===== src/rtl/vector_pkg.sv =====
// Shared constants for the vector front end: opcodes, FSM encoding, vtype layout.
package vector_pkg;

  localparam logic [6:0] OPC_VL   = 7'h07;
  localparam logic [6:0] OPC_VS   = 7'h27;
  localparam logic [6:0] OPC_V    = 7'h57;
  localparam logic [2:0] F3_OPCFG = 3'b111;

  localparam logic [1:0] ST_IDLE      = 2'd0;
  localparam logic [1:0] ST_DISPATCH  = 2'd1;
  localparam logic [1:0] ST_WAIT_BUSY = 2'd2;
  localparam logic [1:0] ST_WAIT_DONE = 2'd3;

  localparam int unsigned VT_VLMUL_LSB = 0;
  localparam int unsigned VT_VLMUL_MSB = 2;
  localparam int unsigned VT_VSEW_LSB  = 3;
  localparam int unsigned VT_VSEW_MSB  = 5;
  localparam int unsigned VT_VTA       = 6;
  localparam int unsigned VT_VMA       = 7;
  localparam int unsigned VT_VILL      = 31;

  localparam logic [31:0] VTYPE_ILL = 32'h8000_0000;

  // Fields captured at acceptance and held for vector_ex until completion.
  typedef struct packed {
    logic [6:0]  op;
    logic [5:0]  funct6;
    logic [2:0]  funct3;
    logic [4:0]  vs1a;
    logic [4:0]  vs2a;
    logic [4:0]  vs3a;
    logic [31:0] rs1;
    logic [31:0] rs2;
  } vinst_t;

endpackage


===== src/rtl/vector_vcfg.sv =====
// Combinational vtype legality check, VLMAX and new vl for vset* instructions.
module vector_vcfg import vector_pkg::*; #(
  parameter int unsigned VLEN = 128
) (
  input  logic [31:0] vtype_src,
  input  logic [31:0] avl,
  input  logic [31:0] cur_vl,
  input  logic        use_vlmax,
  input  logic        keep_vl,
  output logic [31:0] vtype_new,
  output logic [31:0] vl_new
);

  localparam logic [31:0] VlenW = 32'(VLEN);

  logic        legal;
  logic [1:0]  vsew;
  logic [1:0]  vlmul;
  logic [31:0] vlmax;
  logic [31:0] avl_eff;

  always_comb begin
    legal   = (vtype_src[31:8] == '0) && !vtype_src[VT_VSEW_MSB] && !vtype_src[VT_VLMUL_MSB];
    vsew    = vtype_src[VT_VSEW_LSB +: 2];
    vlmul   = vtype_src[VT_VLMUL_LSB +: 2];
    vlmax   = (VlenW >> (3 + vsew)) << vlmul;
    avl_eff = use_vlmax ? vlmax : avl;
    if (!legal) begin
      vtype_new = VTYPE_ILL;
      vl_new    = '0;
    end else begin
      vtype_new = {24'd0, vtype_src[7:0]};
      vl_new    = keep_vl ? cur_vl : ((avl_eff < vlmax) ? avl_eff : vlmax);
    end
  end

endmodule


===== src/rtl/vector_issue.sv =====
// Vector issue stage: runs vset* locally, dispatches vector ops to vector_ex.
// Define VISSUE_PERF_EN to add issue/stall performance counters.
module vector_issue import vector_pkg::*; #(
  parameter int unsigned VLEN = 128
) (
  input  logic        clk,
  input  logic        rst,
  input  logic        i_valid,
  output logic        o_ready,
  input  logic [31:0] i_inst,
  input  logic [31:0] i_rs1,
  input  logic [31:0] i_rs2,
  output logic        o_rd_we,
  output logic [4:0]  o_rd_addr,
  output logic [31:0] o_rd_data,
  output logic        o_illegal,
  output logic [6:0]  o_ops,
  output logic [5:0]  o_funct6,
  output logic [2:0]  o_funct3,
  output logic [31:0] o_rs1,
  output logic [31:0] o_rs2,
  output logic [4:0]  o_vs1a,
  output logic [4:0]  o_vs2a,
  output logic [4:0]  o_vs3a,
  output logic [10:0] o_sew,
  output logic [3:0]  o_lmul,
  output logic [31:0] o_venum,
  input  logic        i_ex_busy,
`ifdef VISSUE_PERF_EN
  output logic [31:0] o_issue_cnt,
  output logic [31:0] o_stall_cnt,
`endif
  output logic [31:0] o_vl,
  output logic [31:0] o_vtype
);

  logic [1:0]  state_q, state_d;
  logic [31:0] vl_q, vtype_q;
  vinst_t      inst_q;
  logic        rd_we_q, illegal_q;
  logic [4:0]  rd_addr_q;
  logic [31:0] rd_data_q;

  logic [6:0]  opcode;
  logic [2:0]  funct3;
  logic [4:0]  rd, rs1a;
  logic        accept, is_vop, is_vset, vill, dispatch_go;
  logic        vset_ok, cfg_use_vlmax, cfg_keep;
  logic [31:0] cfg_vtype, cfg_avl, new_vtype, new_vl;

  assign opcode = i_inst[6:0];
  assign funct3 = i_inst[14:12];
  assign rd     = i_inst[11:7];
  assign rs1a   = i_inst[19:15];
  assign vill   = vtype_q[VT_VILL];

  assign o_ready     = (state_q == ST_IDLE);
  assign accept      = i_valid & o_ready;
  assign is_vop      = (opcode == OPC_VL) || (opcode == OPC_VS) || (opcode == OPC_V);
  assign is_vset     = (opcode == OPC_V) && (funct3 == F3_OPCFG);
  assign dispatch_go = accept && is_vop && !is_vset && !vill && (vl_q != '0);

  // vset* variant decode; the 10xxxxx form other than vsetvl is reserved.
  always_comb begin
    vset_ok       = 1'b1;
    cfg_vtype     = '0;
    cfg_avl       = i_rs1;
    cfg_use_vlmax = 1'b0;
    cfg_keep      = 1'b0;
    if (i_inst[31:30] == 2'b11) begin
      cfg_vtype = {22'd0, i_inst[29:20]};
      cfg_avl   = {27'd0, rs1a};
    end else begin
      if (!i_inst[31]) begin
        cfg_vtype = {21'd0, i_inst[30:20]};
      end else if (i_inst[31:25] == 7'b1000000) begin
        cfg_vtype = i_rs2;
      end else begin
        vset_ok = 1'b0;
      end
      cfg_use_vlmax = (rs1a == 5'd0) && (rd != 5'd0);
      cfg_keep      = (rs1a == 5'd0) && (rd == 5'd0);
    end
  end

  vector_vcfg #(
    .VLEN(VLEN)
  ) u_vcfg (
    .vtype_src (cfg_vtype),
    .avl       (cfg_avl),
    .cur_vl    (vl_q),
    .use_vlmax (cfg_use_vlmax),
    .keep_vl   (cfg_keep),
    .vtype_new (new_vtype),
    .vl_new    (new_vl)
  );

  always_comb begin
    state_d = state_q;
    unique case (state_q)
      ST_IDLE:      if (dispatch_go) state_d = ST_DISPATCH;
      ST_DISPATCH:  if (!i_ex_busy) state_d = ST_WAIT_BUSY;
      ST_WAIT_BUSY: if (i_ex_busy) state_d = ST_WAIT_DONE;
      ST_WAIT_DONE: if (!i_ex_busy) state_d = ST_IDLE;
      default:      state_d = ST_IDLE;
    endcase
  end

  always_ff @(posedge clk) begin
    if (rst) begin
      state_q   <= ST_IDLE;
      vl_q      <= '0;
      vtype_q   <= VTYPE_ILL;
      inst_q    <= '0;
      rd_we_q   <= 1'b0;
      rd_addr_q <= '0;
      rd_data_q <= '0;
      illegal_q <= 1'b0;
    end else begin
      state_q   <= state_d;
      rd_we_q   <= 1'b0;
      rd_addr_q <= '0;
      rd_data_q <= '0;
      illegal_q <= 1'b0;
      if (accept) begin
        if (is_vset) begin
          if (vset_ok) begin
            vl_q    <= new_vl;
            vtype_q <= new_vtype;
            if (rd != 5'd0) begin
              rd_we_q   <= 1'b1;
              rd_addr_q <= rd;
              rd_data_q <= new_vl;
            end
          end else begin
            illegal_q <= 1'b1;
          end
        end else if (!is_vop || vill) begin
          illegal_q <= 1'b1;
        end else if (dispatch_go) begin
          inst_q <= '{op: opcode, funct6: i_inst[31:26], funct3: funct3, vs1a: rs1a,
                      vs2a: i_inst[24:20], vs3a: rd, rs1: i_rs1, rs2: i_rs2};
        end
      end
    end
  end

`ifdef VISSUE_PERF_EN
  logic [31:0] issue_cnt_q, stall_cnt_q;

  always_ff @(posedge clk) begin
    if (rst) begin
      issue_cnt_q <= '0;
      stall_cnt_q <= '0;
    end else begin
      if (o_ops != 7'd0) issue_cnt_q <= issue_cnt_q + 32'd1;
      if (i_valid && !o_ready) stall_cnt_q <= stall_cnt_q + 32'd1;
    end
  end

  assign o_issue_cnt = issue_cnt_q;
  assign o_stall_cnt = stall_cnt_q;
`endif

  assign o_ops     = (state_q == ST_DISPATCH && !i_ex_busy) ? inst_q.op : 7'd0;
  assign o_funct6  = inst_q.funct6;
  assign o_funct3  = inst_q.funct3;
  assign o_rs1     = inst_q.rs1;
  assign o_rs2     = inst_q.rs2;
  assign o_vs1a    = inst_q.vs1a;
  assign o_vs2a    = inst_q.vs2a;
  assign o_vs3a    = inst_q.vs3a;
  assign o_rd_we   = rd_we_q;
  assign o_rd_addr = rd_addr_q;
  assign o_rd_data = rd_data_q;
  assign o_illegal = illegal_q;
  // vill reads as zero width/grouping so the reset state presents all-zero outputs.
  assign o_sew     = vill ? 11'd0 : (11'd8 << vtype_q[VT_VSEW_LSB +: 2]);
  assign o_lmul    = vill ? 4'd0 : 4'((4'd1 << vtype_q[VT_VLMUL_LSB +: 2]) - 4'd1);
  assign o_venum   = vl_q;
  assign o_vl      = vl_q;
  assign o_vtype   = vtype_q;

endmodule


===== config.mk =====
export PLATFORM = sky130hd
export DESIGN_NAME = vector_issue
export DESIGN_NICKNAME = d
export VERILOG_FILES = /design/src/rtl/vector_pkg.sv /design/src/rtl/vector_vcfg.sv /design/src/rtl/vector_issue.sv
export SDC_FILE = /design/constraint.sdc
export NUM_CORES = 1
export LEC_CHECK = 0
export ABC_AREA = 1
export CAP_MARGIN = 20
export CORE_MARGIN = 2
export CORE_UTILIZATION = 39
export DETAILED_ROUTE_END_ITERATION = 6
export GPL_TIMING_DRIVEN = 0
export PLACE_DENSITY = 0.8
export SETUP_SLACK_MARGIN = 0.02
export SYNTH_ARGS = -nofsm -noshare
export SYNTH_HDL_FRONTEND = slang
export SYNTH_SLANG_ARGS = --single-unit

===== constraint.sdc =====
create_clock -name clk -period 2.6 [get_ports clk]
set_input_delay 0.39 -clock clk [delete_from_list [all_inputs] [get_ports clk]]
set_output_delay 0.39 -clock clk [all_outputs]
set_load 0.05 [all_outputs]

### Word-level counts from Yosys, hierarchy flattened

Index checks and enable logic that the tools add are counted.
W data, S select, Z words.

| cells by class | value |
|---|---|
| $add $sub $neg | 2 |
| bitwise logic cells | 6 |
| order comparisons | 1 |
| eq/ne operators | 13 |
| reductions and logical operators | 31 |
| shift-type cells | 4 |
| mux-type cells | 26 |

Operator list:

| cell | count |
|---|---|
| $mux W32 | 9 |
| $lt A32 B32 Y1 | 1 |
| $reduce_bool A32 Y1 | 1 |
| $shl A32 B2 Y32 | 1 |
| $shr A8 B32 Y32 const A | 1 |
| $logic_not A24 Y1 | 1 |
| $eq A7 B7 Y1 const B | 2 |
| $mux W11 | 1 |
| $shl A4 B2 Y11 const A | 1 |
| $logic_and A1 B1 Y1 | 10 |
| $logic_not A5 Y1 | 2 |
| $mux W1 | 9 |
| $mux W2 | 4 |
| $pmux W2 S4 | 1 |
| $reduce_and A4 Y1 | 2 |
| $eq A7 B3 Y1 const B | 1 |
| $eq A7 B6 Y1 const B | 1 |
| $mux W7 | 1 |
| $eq A2 B2 Y1 const B | 3 |
| $logic_not A1 Y1 | 6 |
| $ne A2 B2 Y1 const B | 3 |
| $not A1 Y1 | 5 |
| $reduce_bool A5 Y1 | 1 |
| $reduce_or A5 Y1 | 1 |
| 13 further kinds | 15 |

| word-level totals | value |
|---|---|
| output and inout bits | 246 |
| register bits after elaboration | 200 |
| logic and storage cells | 98 |
| input bits | 100 |

### Depth between registers and ports, before layout

Gate-level depths: netlist (run 1).

| depth | value |
|---|---|
| depth in word-level cells | 12 |
| gate-level depth with buffers | 21 |
| depth with buffers taken out | 21 |

### Modules after synthesis

From an unflattened synthesis (run 1), not the netlist that was laid out.

| second synthesis, totals | value |
|---|---|
| cell total of the unflattened synthesis | 1584 |
| area total of the unflattened synthesis | 10546.4 um2 |

By module, submodules not included:

| module | area an instance (um2) | seq. area each (um2) | cells each | times used |
|---|---|---|---|---|
| vector_issue | 9173.8 | 4003.8 | 1299 | 1 |
| vector_vcfg | 1372.6 | 0.0 | 285 | 1 |

### Worst setup path after synthesis (run 1)

OpenSTA, ideal clock, no wires.

| timing | value |
|---|---|
| kind | input port to flip-flop |
| start point | input i_inst[19] |
| end point | register vl_q[3] (netlist: o_venum[3]) |
| buffers on the path | 1 |
| stages on the path | 16 |
| arrival | 2.542 ns |
| slack | -0.064 ns |
| required time | 2.478 ns |
| library setup time | 0.122 ns |
| cell sequence | or2_1 nor2_1 nand2_1 nor2_1 buf_2 a21oi_1 a21oi_1 ha_1 a21oi_1 o21ai_0 a31oi_2 nand2_4 nand2_1 nand3_1 nand2_1 a21oi_2 |

| on the way | value |
|---|---|
| word-level cells in the longest chain between the ends | 8 |
| elaborated cells between the ends (all ways) | 11 |
| those cells by class | 1 x order compare; 7 x mux; 3 x reduce/logical |

RTL lines:

| element | RTL line | text |
|---|---|---|
| start: declaration | vector_issue.sv:10 | `input logic [31:0] i_inst,` |
| $logic_not A5 Y1 | vector_issue.sv:81, vector_issue.sv:82 |  |
| $logic_and A1 B1 Y1 | vector_issue.sv:81 | `cfg_use_vlmax = (rs1a == 5'd0) && (rd != 5'd0);` |
| $mux W1 | vector_issue.sv:70 | `if (i_inst[31:30] == 2'b11) begin` |
| $mux W32 | vector_vcfg.sv:27 | `avl_eff = use_vlmax ? vlmax : avl;` |
| $lt A32 B32 Y1 | vector_vcfg.sv:33 | `vl_new = keep_vl ? cur_vl : ((avl_eff < vlmax) ? avl_eff : vlmax);` |
| $mux W32 | vector_vcfg.sv:33 |  |
| $mux W32 (*) | vector_vcfg.sv:33 |  |
| $mux W32 (*) | vector_vcfg.sv:28 | `if (!legal) begin` |
| end signal: assignment | vector_issue.sv:128 | `vl_q <= new_vl;` |
| end: declaration | vector_issue.sv:38 | `logic [31:0] vl_q, vtype_q;` |

Mark *: on every way between the ends. The rest lies on a longest branch, timed or not.
A chain may end at the register's enable or synchronous reset.

### Final worst setup path (run 1)

| timing | value |
|---|---|
| start point | register vtype_q[31] (netlist: o_vtype[31]) |
| end point | output o_lmul[0] |

| on the way | value |
|---|---|
| word-level cells in the longest chain between the ends | 1 |

RTL lines:

| element | RTL line | text |
|---|---|---|
| start: declaration | vector_issue.sv:38 |  |
| start signal: assignment | vector_issue.sv:129 | `vtype_q <= new_vtype;` |
| $mux W4 | vector_issue.sv:179 | `assign o_lmul = vill ? 4'd0 : 4'((4'd1 << vtype_q[VT_VLMUL_LSB +: 2]) - 4'd1);` |
| end: declaration | vector_issue.sv:26 | `output logic [3:0] o_lmul,` |

Every way passes these cells.

==> flow_metrics.env, run 1 <==
export IMPL_status="finished, violations left"
export IMPL_violations="DRC"
export IMPL_netlist_area_sq_um=8310
export IMPL_die_area_sq_um=22500
export IMPL_cp_num_buf_inv=2
export IMPL_hold_end="o_rd_addr[2]$_SDFF_PP0_"
export IMPL_synth_top_cell_area_share_pct=42.7
export IMPL_finClkSkew_ns=0.0119
export IMPL_clkTransAtPathRegs_ns=0.08
export IMPL_min_period_over_period_pct=96.3
export IMPL_critPathMaxStageDelay_ns=0.86
export IMPL_cts_root_buf="clkbuf_16"
export IMPL_final_common_cell="clkdlybuf4s50_1"
export IMPL_min_period_ns=2.50
export IMPL_rows=53
export IMPL_yosys_area_top_type="dfxtp_1"
export IMPL_power_total_w=0.00628
export IMPL_cts_sinks=177
export IMPL_cellPowerDensity_nw_per_um2=472
export IMPL_core_sq_um=21000
export IMPL_worst_pin_slew_ns=0.721
export IMPL_grt_pass1_vias=8088
export IMPL_holdWs_ns=0.194
export IMPL_ff2ff_path_depth=7
export IMPL_synth_seq_area_share_pct=42.7
export IMPL_yosys_top_cells_area="dfxtp_1 (43%), buf_4 (14%), a21oi_1 (8.5%), o21ai_0 (8.1%), inv_1 (6.3%)"
export IMPL_gr_total_overflow=0
export IMPL_htree_levels=4
export IMPL_routed_wl_microns=27300
export IMPL_relSlewSlack_pct=51.9
export IMPL_worstSkewPairLatency_ns=0.43
export IMPL_syn_inst=1077
export IMPL_cap_violations=0
export IMPL_hold_path_startpoint="i_inst[9]"
export IMPL_crit_path_start_kind="flop"
export IMPL_grt_max_degree=19
export IMPL_regArea_sq_um=3540
export IMPL_grt_pass1_wl_microns=40500
export IMPL_ys_ff_latch=177
export IMPL_die_h_microns=150
export IMPL_clk_path_buf_depth=2
export IMPL_cpMaxStageDelayCell="clkdlybuf4s50_1"
export IMPL_start_util_pct=39.6
export IMPL_synth_cell_types=35
export IMPL_yosys_warnings=0
export IMPL_rsz0062_at_grt="yes"
export IMPL_finalWeightedCongestion=0.853
export IMPL_drt_first_pass_iters=7
export IMPL_r2r_end="o_vs2a[1]$_SDFFE_PP0P_"
export IMPL_tritoncts="done"
export IMPL_multi_input_area_sq_um=3470
export IMPL_hold_path_cell_count=3
export IMPL_synthFlopType="dfxtp_1"
export IMPL_crit_arrival_ns=2.11
export IMPL_avgViaCountPerCell=4.69
export IMPL_placed_area_sq_um=12000
export IMPL_rrSetupSlack_ns=0.17
export IMPL_layout_nets=1614
export IMPL_tns_ns=0
export IMPL_ioPinCount=346
export IMPL_area_growth_pct=60.2
export IMPL_r2r_start="o_venum[2]$_SDFFE_PP0P_"
export IMPL_min_path_type="input pin to flop"
export IMPL_fp_dieW_microns=150
export IMPL_synth_edf_count=0
export IMPL_finalInstanceArea_sq_um=13300
export IMPL_worst_ep_required_time_ns=2.21
export IMPL_fillers=1808
export IMPL_n_antenna_cell=0
export IMPL_report_final_slew_viol_count=0
export IMPL_vias=8406
export IMPL_place_port_buffers=313
export IMPL_ir_drop_mv=0.408
export IMPL_p_leak_nw=5.70
export IMPL_cp_cell_sequence="clkbuf_1 > a21oi_1 > clkdlybuf4s50_1"
export IMPL_hold_violations=0
export IMPL_drc=3
export IMPL_worstSetupPathType="flop to output pin"
export IMPL_setup_viol=0
export IMPL_cp_end_kind="output pin"
export IMPL_routedWlPerCell_microns=15.2
export IMPL_dr_first_iter_drc_count=414
export IMPL_hpwl_microns=20500
export IMPL_mostFrequentLayoutCells="clkdlybuf4s50_1 (282), buf_4 (196), dfxtp_1 (177)"
export IMPL_max_clock_freq_mhz=399
export IMPL_cts_buffers_inserted=17
export IMPL_ant_nets=0
export IMPL_cp_top_family="buffers and inverters"
export IMPL_critical_path_peak_fanout=9
export IMPL_grt_antenna_before_repair=0
export IMPL_async_flop_share_pct=0
export IMPL_drive_gt1_share_pct=24.4
export IMPL_avgSynthCellArea_sq_um=7.71
export IMPL_gr_usage_all_layers_pct=23.2
## power by group
part | internal, W | leakage, nW | total (W) | switching (W)
clock | 0.00127 | 0.280 | 0.00249 | 0.00122
sequential | 0.00274 | 1.43 | 0.00276 | 0.0000172
combinational | 0.000406 | 3.98 | 0.00103 | 0.000622
## cell usage after synthesis, types with 3 or more instances
library cell	count
dfxtp_1	177
buf_4	157
a21oi_1	141
inv_1	139
o21ai_0	135
nand2_1	69
nand3_1	63
nor2_1	63
clkbuf_1	34
nor4_1	15
buf_2	13
ha_1	10
nand2_4	7
nor3_1	7
a21oi_2	6
nand2_2	6
nand4_1	6
inv_2	5
o211ai_1	4
nand3_2	3
## layout make-up
type	count	area share [%]
Multi-Input combinational cell	605	26.1
Tap cell	275	2.59
Timing Repair Buffer	354	25.8
Buffer	204	10.5
Clock inverter	15	1.09
Clock buffer	17	3.20
Sequential cell	177	26.6
Inverter	145	4.16
## worst register-to-register path, cell delays in order (launching register included)
cell	delay, ns
dfxtp_1	0.39
nor4_1	0.52
nand4_1	0.19
o21ai_2	0.41
buf_4	0.30
buf_2	0.22
o21ai_0	0.16
a21oi_1	0.16
## metal layers
metal / share of wire [%] / track usage [%] / vias up
met5: 0 / 0 / -
met4: 2.4 / 8.16 / 0
met3: 7.0 / 5.15 / 34
met2: 50 / 41.4 / 330
met1: 40 / 27.3 / 3877
li1: - / - / 4165
## how the worst max path moves through the flow
stage	startpoint	end	cells past startpoint	slack [ns]
detailed placement	i_inst[11]	o_rd_data[4]$_SDFF_PP0_	17	-1.12
global route	i_inst[30]	o_venum[1]$_SDFFE_PP0P_	22	-0.03
global placement	i_inst[11]	o_rd_data[3]$_SDFF_PP0_	17	-1.02
finish	o_vtype[31]$_SDFFE_PP1P_	o_lmul[0]	3	0.1
floorplan	i_inst[27]	o_venum[3]$_SDFFE_PP0P_	19	0.03
CTS	i_inst[24]	o_venum[2]$_SDFFE_PP0P_	17	0.02
## flip-flops by register name, indices dropped and copies added (netlist names), 5 cells and up
| register | flops |
|---|---|
| inst_q | 7 |
| o_rs1 | 32 |
| o_rd_data | 32 |
| o_vtype | 9 |
| o_venum | 32 |
| o_vs3a | 5 |
| o_vs2a | 5 |
| o_funct6 | 6 |
| o_rd_addr | 5 |
| o_rs2 | 32 |
| o_vs1a | 5 |
## cell families after synthesis
| logic type | Yosys count | share of synthesized area (%) |
|---|---|---|
| adder cells (fa/ha/maj) | 10 | 1.51 |
| AND/OR/NAND/NOR | 246 | 14.3 |
| AO/OA/AOI/OAI | 294 | 18.4 |
| other | 1 | 0.0452 |
| flip-flops | 177 | 42.7 |
| buffers and inverters | 349 | 23.1 |
## through the flow
| step | setup WS [ns] | utilization, % | cells |
|---|---|---|---|
| floorplan | 0.0266 | - | 1131 |
| global placement | -1.02 | 57.3 | 1719 |
| detailed placement | -1.12 | 57.3 | 1719 |
| CTS | 0.0210 | 62.5 | 1781 |
| global route | -0.0286 | 63.5 | 1792 |
| finish | 0.0958 | 63.5 | 1792 |
## timing repair
action                                 in CTS  in global routing
setup endpoints to repair                  17                109
gates cloned                                1                  0
buffers inserted                           29                 11
endpoints found under the hold margin       0                  0
gates resized for setup                   102                 89
pin swaps                                  35                 37
hold buffers                                0                  0
Note: power is estimated with default switching activity, not from simulation.
==> inputs of run 2 (changes only) <==
Settings changed: SKIP_LAST_GASP set to 1.
Clock period 2.6 ns to 2.1 ns, I/O delays scaled along.
==> flow_metrics.env, run 2 (synthesized netlist as in run 1, its figures left out) <==
export IMPL_rrSetupSlack_ns=0.12
export IMPL_grt_pass1_wl_microns=42500
export IMPL_tns_ns=-4.58
export IMPL_cp_num_buf_inv=10
export IMPL_gr_total_overflow=0
export IMPL_cts_buffers_inserted=17
export IMPL_crit_arrival_ns=2.81
export IMPL_min_period_ns=2.44
export IMPL_hold_violations=0
export IMPL_critPathMaxStageDelay_ns=0.31
export IMPL_hold_path_cell_count=3
export IMPL_place_port_buffers=313
export IMPL_tritoncts="done"
export IMPL_r2r_start="o_venum[17]$_SDFFE_PP0P_"
export IMPL_cellPowerDensity_nw_per_um2=577
export IMPL_setup_viol=16
export IMPL_crit_path_start_kind="input pin"
export IMPL_final_common_cell="buf_4"
export IMPL_die_h_microns=150
export IMPL_critical_path_peak_fanout=4
export IMPL_hold_end="o_rd_addr[0]$_SDFF_PP0_"
export IMPL_pwr_share_comb_pct=17.1
export IMPL_rows=53
export IMPL_cts_root_buf="clkbuf_16"
export IMPL_start_util_pct=39.6
export IMPL_fin_util_pct=67.0
export IMPL_clkTransAtPathRegs_ns=0.08
export IMPL_ioPinCount=346
export IMPL_netSwitchingFraction_pct=29.8
export IMPL_die_area_sq_um=22500
export IMPL_cp_top_family="buffers and inverters"
export IMPL_worst_pin_slew_ns=0.662
export IMPL_cpMaxStageDelayCell="a31oi_4"
export IMPL_ir_drop_mv=0.582
export IMPL_grt_pass1_vias=8324
export IMPL_worst_ep_required_time_ns=2.47
export IMPL_layout_nets=1673
export IMPL_violations="setup timing"
export IMPL_htree_levels=4
export IMPL_finalWeightedCongestion=0.871
export IMPL_worstSetupPathType="input pin to flop"
export IMPL_rsz0062_at_grt="yes"
export IMPL_seqPwrFrac_pct=42.2
export IMPL_ff2ff_path_depth=7
export IMPL_finClkSkew_ns=0.0108
export IMPL_cp_cell_sequence="buf_2 > or2_1 > nor2_2 > nand2_2 > buf_4 > buf_4 > buf_4 > buf_4 > buf_4 > buf_4 > buf_4 > buf_4 > a31oi_4 > buf_6 > nand3_4 > nand3_4 > nand2_4 > a21oi_2"
export IMPL_fin_ws_ns=-0.342
export IMPL_gr_usage_all_layers_pct=24.3
export IMPL_fillers=1751
export IMPL_report_final_slew_viol_count=0
export IMPL_routed_wl_microns=29200
export IMPL_vias=8724
export IMPL_clk_path_buf_depth=2
export IMPL_n_antenna_cell=0
export IMPL_min_path_type="input pin to flop"
export IMPL_ant_nets=0
export IMPL_min_period_over_period_pct=116
export IMPL_area_growth_pct=69.1
export IMPL_worstSkewPairLatency_ns=0.43
export IMPL_cap_violations=0
export IMPL_path_common_cell="buf_4"
export IMPL_status="finished, violations left"
export IMPL_core_sq_um=21000
export IMPL_grt_antenna_before_repair=1
export IMPL_hpwl_microns=20500
export IMPL_mostFrequentLayoutCells="buf_4 (252), clkdlybuf4s50_1 (230), dfxtp_1 (173)"
export IMPL_grt_max_degree=20
export IMPL_r2r_end="o_funct3[1]$_SDFFE_PP0P_"
export IMPL_max_clock_freq_mhz=409
export IMPL_p_sw_w=0.00241
export IMPL_p_clk_share_pct=40.7
export IMPL_fp_dieW_microns=150
export IMPL_relSlewSlack_pct=55.9
export IMPL_avgViaCountPerCell=4.71
export IMPL_hold_path_startpoint="i_inst[7]"
export IMPL_cp_end_kind="flop"
export IMPL_drt_first_pass_iters=5
export IMPL_intPower_w=0.00569
export IMPL_dr_first_iter_drc_count=361
export IMPL_routedWlPerCell_microns=15.8
export IMPL_drive_gt1_share_pct=30.6
export IMPL_drc=0
export IMPL_p_leak_nw=6.31
export IMPL_cts_sinks=177
-- run 2: changes by cell type in the layout (fill, tap and decap cells not counted), sizes merged --
cell,before,now
clkdlybuf4s15,0,7
dlymetal6s2s,10,11
dlygate4sd2,7,41
clkbuf,62,56
nand2,82,83
clkdlybuf4s50,282,230
clkinv,7,5
bufinv,0,1
buf,214,288
inv,151,152
-- run 2: repair_timing --
item                                    CTS  global route
setup buffers                            81            17
cloned                                    1             2
hold buffers                              0             0
endpoints found under the setup margin  191           175
resized for setup                       259           112
pin swaps                                65            43
-- run 2: per-layer routing --
layer	global-route usage [%]	up-vias	part of all wire (%)	wire length (microns)
li1	-	4267	-	-
met1	27.9	4067	39	11500
met2	43.7	336	51	14900
met3	5.88	52	7.0	2030
met4	8.49	2	2.7	782
met5	0	-	0.045	13
-- run 2: worst max path at each step --
stage,from,cells past startpoint,endpoint
finish,i_inst[15],18,o_venum[1]$_SDFFE_PP0P_
floorplan,i_inst[19],16,o_venum[6]$_SDFFE_PP0P_
global route,i_inst[27],19,o_venum[7]$_SDFFE_PP0P_
CTS,i_inst[28],19,o_venum[1]$_SDFFE_PP0P_
detailed placement,i_inst[11],17,o_rd_data[4]$_SDFF_PP0_
global placement,i_inst[11],17,o_rd_data[4]$_SDFF_PP0_
-- run 2: cell type report --
| class | instances | area [sq um] | area share, % |
|---|---|---|---|
| clock inverters | 15 | 193 | 1.37 |
| clock buffers | 17 | 425 | 3.03 |
| plain buffers | 204 | 1490 | 10.6 |
| well taps | 275 | 344 | 2.45 |
| multi-input cells | 606 | 3660 | 26.0 |
| repair buffers | 412 | 3820 | 27.2 |
| inverters | 145 | 558 | 3.97 |
| flip-flops and latches | 177 | 3550 | 25.3 |
-- run 2: worst reg2reg max path: stages, from the launching register on --
cell and delay (ns):
dfxtp_1 0.36, nor4_2 0.30, nand4_1 0.25, o21ai_4 0.36, buf_6 0.16, buf_6 0.17
clkbuf_8 0.19, a21oi_1 0.08
-- run 2: stage by stage --
step	hold WS (ns)	cells	area, sq um	total power (W)	setup slack (ns)
3_5_place_dp	0.437	1719	12100	0.00459	-1.45
3_3_place_gp	0.432	1719	12100	0.00457	-1.48
5_1_grt	0.142	1851	14000	0.00839	-0.447
4_1_cts	0.117	1833	13700	0.00805	-0.136
2_1_floorplan	0.424	1131	8590	0.00418	-0.364
6_report	0.125	1851	14000	0.00810	-0.342
-- run 2: power by group through the flow --
stage	registers (W)	clock network, W	logic [W]
2_1_floorplan	0.00359	0	0.000587
3_3_place_gp	0.00349	0	0.00108
3_5_place_dp	0.00350	0	0.00110
4_1_cts	0.00342	0.00336	0.00128
5_1_grt	0.00342	0.00349	0.00148
6_report	0.00342	0.00330	0.00139
==> inputs of run 3 (changes only) <==
Settings changed: CTS_CLUSTER_DIAMETER set to 200, REMOVE_ABC_BUFFERS set to 1.
==> flow_metrics.env, run 3 (synthesized netlist as in run 1, its figures left out) <==
export IMPL_clk_path_buf_depth=2
export IMPL_finalWeightedCongestion=0.869
export IMPL_ir_drop_mv=0.508
export IMPL_placed_area_sq_um=10800
export IMPL_fin_util_pct=62.7
export IMPL_vias=7927
export IMPL_crit_path_start_kind="input pin"
export IMPL_min_period_over_period_pct=113
export IMPL_setup_viol=28
export IMPL_core_sq_um=21000
export IMPL_hold_violations=0
export IMPL_routedWlPerCell_microns=16.3
export IMPL_min_period_ns=2.37
export IMPL_cap_violations=0
export IMPL_cts_buffers_inserted=17
export IMPL_finalNonFillerCells=1640
export IMPL_rsz0062_at_grt="yes"
export IMPL_fillers=1771
export IMPL_grt_antenna_before_repair=0
export IMPL_die_area_sq_um=22500
export IMPL_cts_hold_fix_buffers=0
export IMPL_ant_nets=0
export IMPL_cp_end_kind="flop"
export IMPL_drive_gt1_share_pct=21.5
export IMPL_worstSetupPathType="input pin to flop"
export IMPL_cts_root_buf="clkbuf_16"
export IMPL_area_growth_pct=58.1
export IMPL_avgViaCountPerCell=4.83
export IMPL_grt_pass1_wl_microns=38600
export IMPL_grt_max_degree=72
export IMPL_holdWs_ns=0.164
export IMPL_layout_nets=1463
export IMPL_place_port_buffers=314
export IMPL_worst_ep_required_time_ns=2.39
export IMPL_ioPinCount=346
export IMPL_finalInstanceArea_sq_um=13100
export IMPL_n_antenna_cell=0
export IMPL_gr_total_overflow=0
export IMPL_max_clock_freq_mhz=423
export IMPL_fp_dieW_microns=150
export IMPL_fin_ws_ns=-0.266
export IMPL_report_final_slew_viol_count=0
export IMPL_gr_usage_all_layers_pct=21.7
export IMPL_mostFrequentLayoutCells="clkdlybuf4s50_1 (259), dfxtp_1 (168), inv_1 (134)"
export IMPL_start_util_pct=39.6
export IMPL_hpwl_microns=16800
export IMPL_dr_first_iter_drc_count=400
export IMPL_clkTransAtPathRegs_ns=0.07
export IMPL_cts_sinks=177
export IMPL_crit_arrival_ns=2.65
export IMPL_violations="setup timing"
export IMPL_htree_levels=4
export IMPL_finClkSkew_ns=0.00984
export IMPL_cellPowerDensity_nw_per_um2=611
export IMPL_tritoncts="done"
export IMPL_p_leak_nw=5.30
export IMPL_grt_pass1_vias=7486
export IMPL_rows=53
export IMPL_min_path_type="input pin to flop"
export IMPL_critical_path_peak_fanout=8
export IMPL_routed_wl_microns=26700
export IMPL_drt_first_pass_iters=5
export IMPL_placed_cells=1523
export IMPL_status="finished, violations left"
export IMPL_drc=0
export IMPL_worst_pin_slew_ns=0.628
export IMPL_worstSkewPairLatency_ns=0.42
export IMPL_relSlewSlack_pct=58.1
export IMPL_die_h_microns=150
export IMPL_final_common_cell="clkdlybuf4s50_1"
run 3: cell count changes in the layout (fill, tap and decap cells not counted), sizes merged, moves of 2 or more:
| cell | delta |
|---|---|
| clkbuf | -31 |
| bufinv | +2 |
| bufbuf | +3 |
| clkdlybuf4s15 | -2 |
| clkdlybuf4s50 | +29 |
| dlymetal6s2s | -2 |
| buf | -191 |
| dlygate4sd2 | -20 |
| inv | -4 |
| clkinvlp | +2 |
run 3: worst max-delay path: stages:
cell,delay [ns]
buf_12,0.11
clkinv_8,0.05
nand3_4,0.09
nor2_8,0.22
nand2_4,0.09
nand2_8,0.12
nand3_4,0.10
nand3_4,0.10
nand2_4,0.08
a21oi_4,0.16
ha_4,0.23
a21oi_4,0.17
o21ai_4,0.08
a31oi_4,0.26
nand2_4,0.12
nand2_1,0.07
nand3_1,0.08
nand2_1,0.10
a21oi_1,0.07
run 3: cell type report:
class | count | area [sq um] | area share (%)
clock buffer | 17 | 425 | 3.24
clock inverter | 14 | 178 | 1.35
inverter | 145 | 572 | 4.35
multi-input combinational | 608 | 3790 | 28.9
sequential | 177 | 3560 | 27.1
tap | 275 | 344 | 2.62
timing repair buffer | 403 | 4250 | 32.4
timing repair inverter | 1 | 6.26 | 0.0476
run 3: final timing paths:
check,depth (start not counted),startpoint,slack [ns],endpoint
max,19,i_inst[30],-0.27,o_venum[7]$_SDFFE_PP0P_
min,3,i_inst[28],0.16,o_funct6[2]$_SDFFE_PP0P_
min reg2reg,2,o_rs1[23]$_SDFFE_PP0P_,0.44,o_rs1[23]$_SDFFE_PP0P_
max reg2reg,10,o_venum[12]$_SDFFE_PP0P_,-0.03,o_funct6[4]$_SDFFE_PP0P_
run 3: stage by stage:
stage                     setup slack (ns)  total power (W)  TNS [ns]
final                               -0.266          0.00802     -4.00
after global routing                -0.363          0.00832    -16.58
after CTS                           -0.269          0.00789     -6.47
after detailed placement             -2.32          0.00452   -128.91
after global placement               -4.31          0.00450   -480.39
after floorplan                      -2.80          0.00411   -275.43
run 3: report_power, final:
| part | internal (W) | leakage, nW | switching [W] | total, W |
|---|---|---|---|---|
| clock network | 0.00189 | 0.283 | 0.00141 | 0.00330 |
| registers | 0.00340 | 1.44 | 0.0000196 | 0.00342 |
| logic | 0.000505 | 3.58 | 0.000804 | 0.00131 |
run 3: routing by layer:
metal / routed length (microns) / up-vias / part of all wire (%) / GRT usage (%)
met5: 0 / - / 0 / 0
met4: 454 / 0 / 1.7 / 6.27
met3: 1870 / 30 / 7.0 / 5.91
met2: 13500 / 274 / 51 / 37.9
met1: 10900 / 3757 / 41 / 26.1
li1: - / 3866 / - / -
run 3: repair_timing:
item,4_1_cts,5_1_grt
pin swaps,49,64
gates resized for setup,167,194
buffers inserted,48,23
cloned,11,5
setup endpoints to repair,151,128
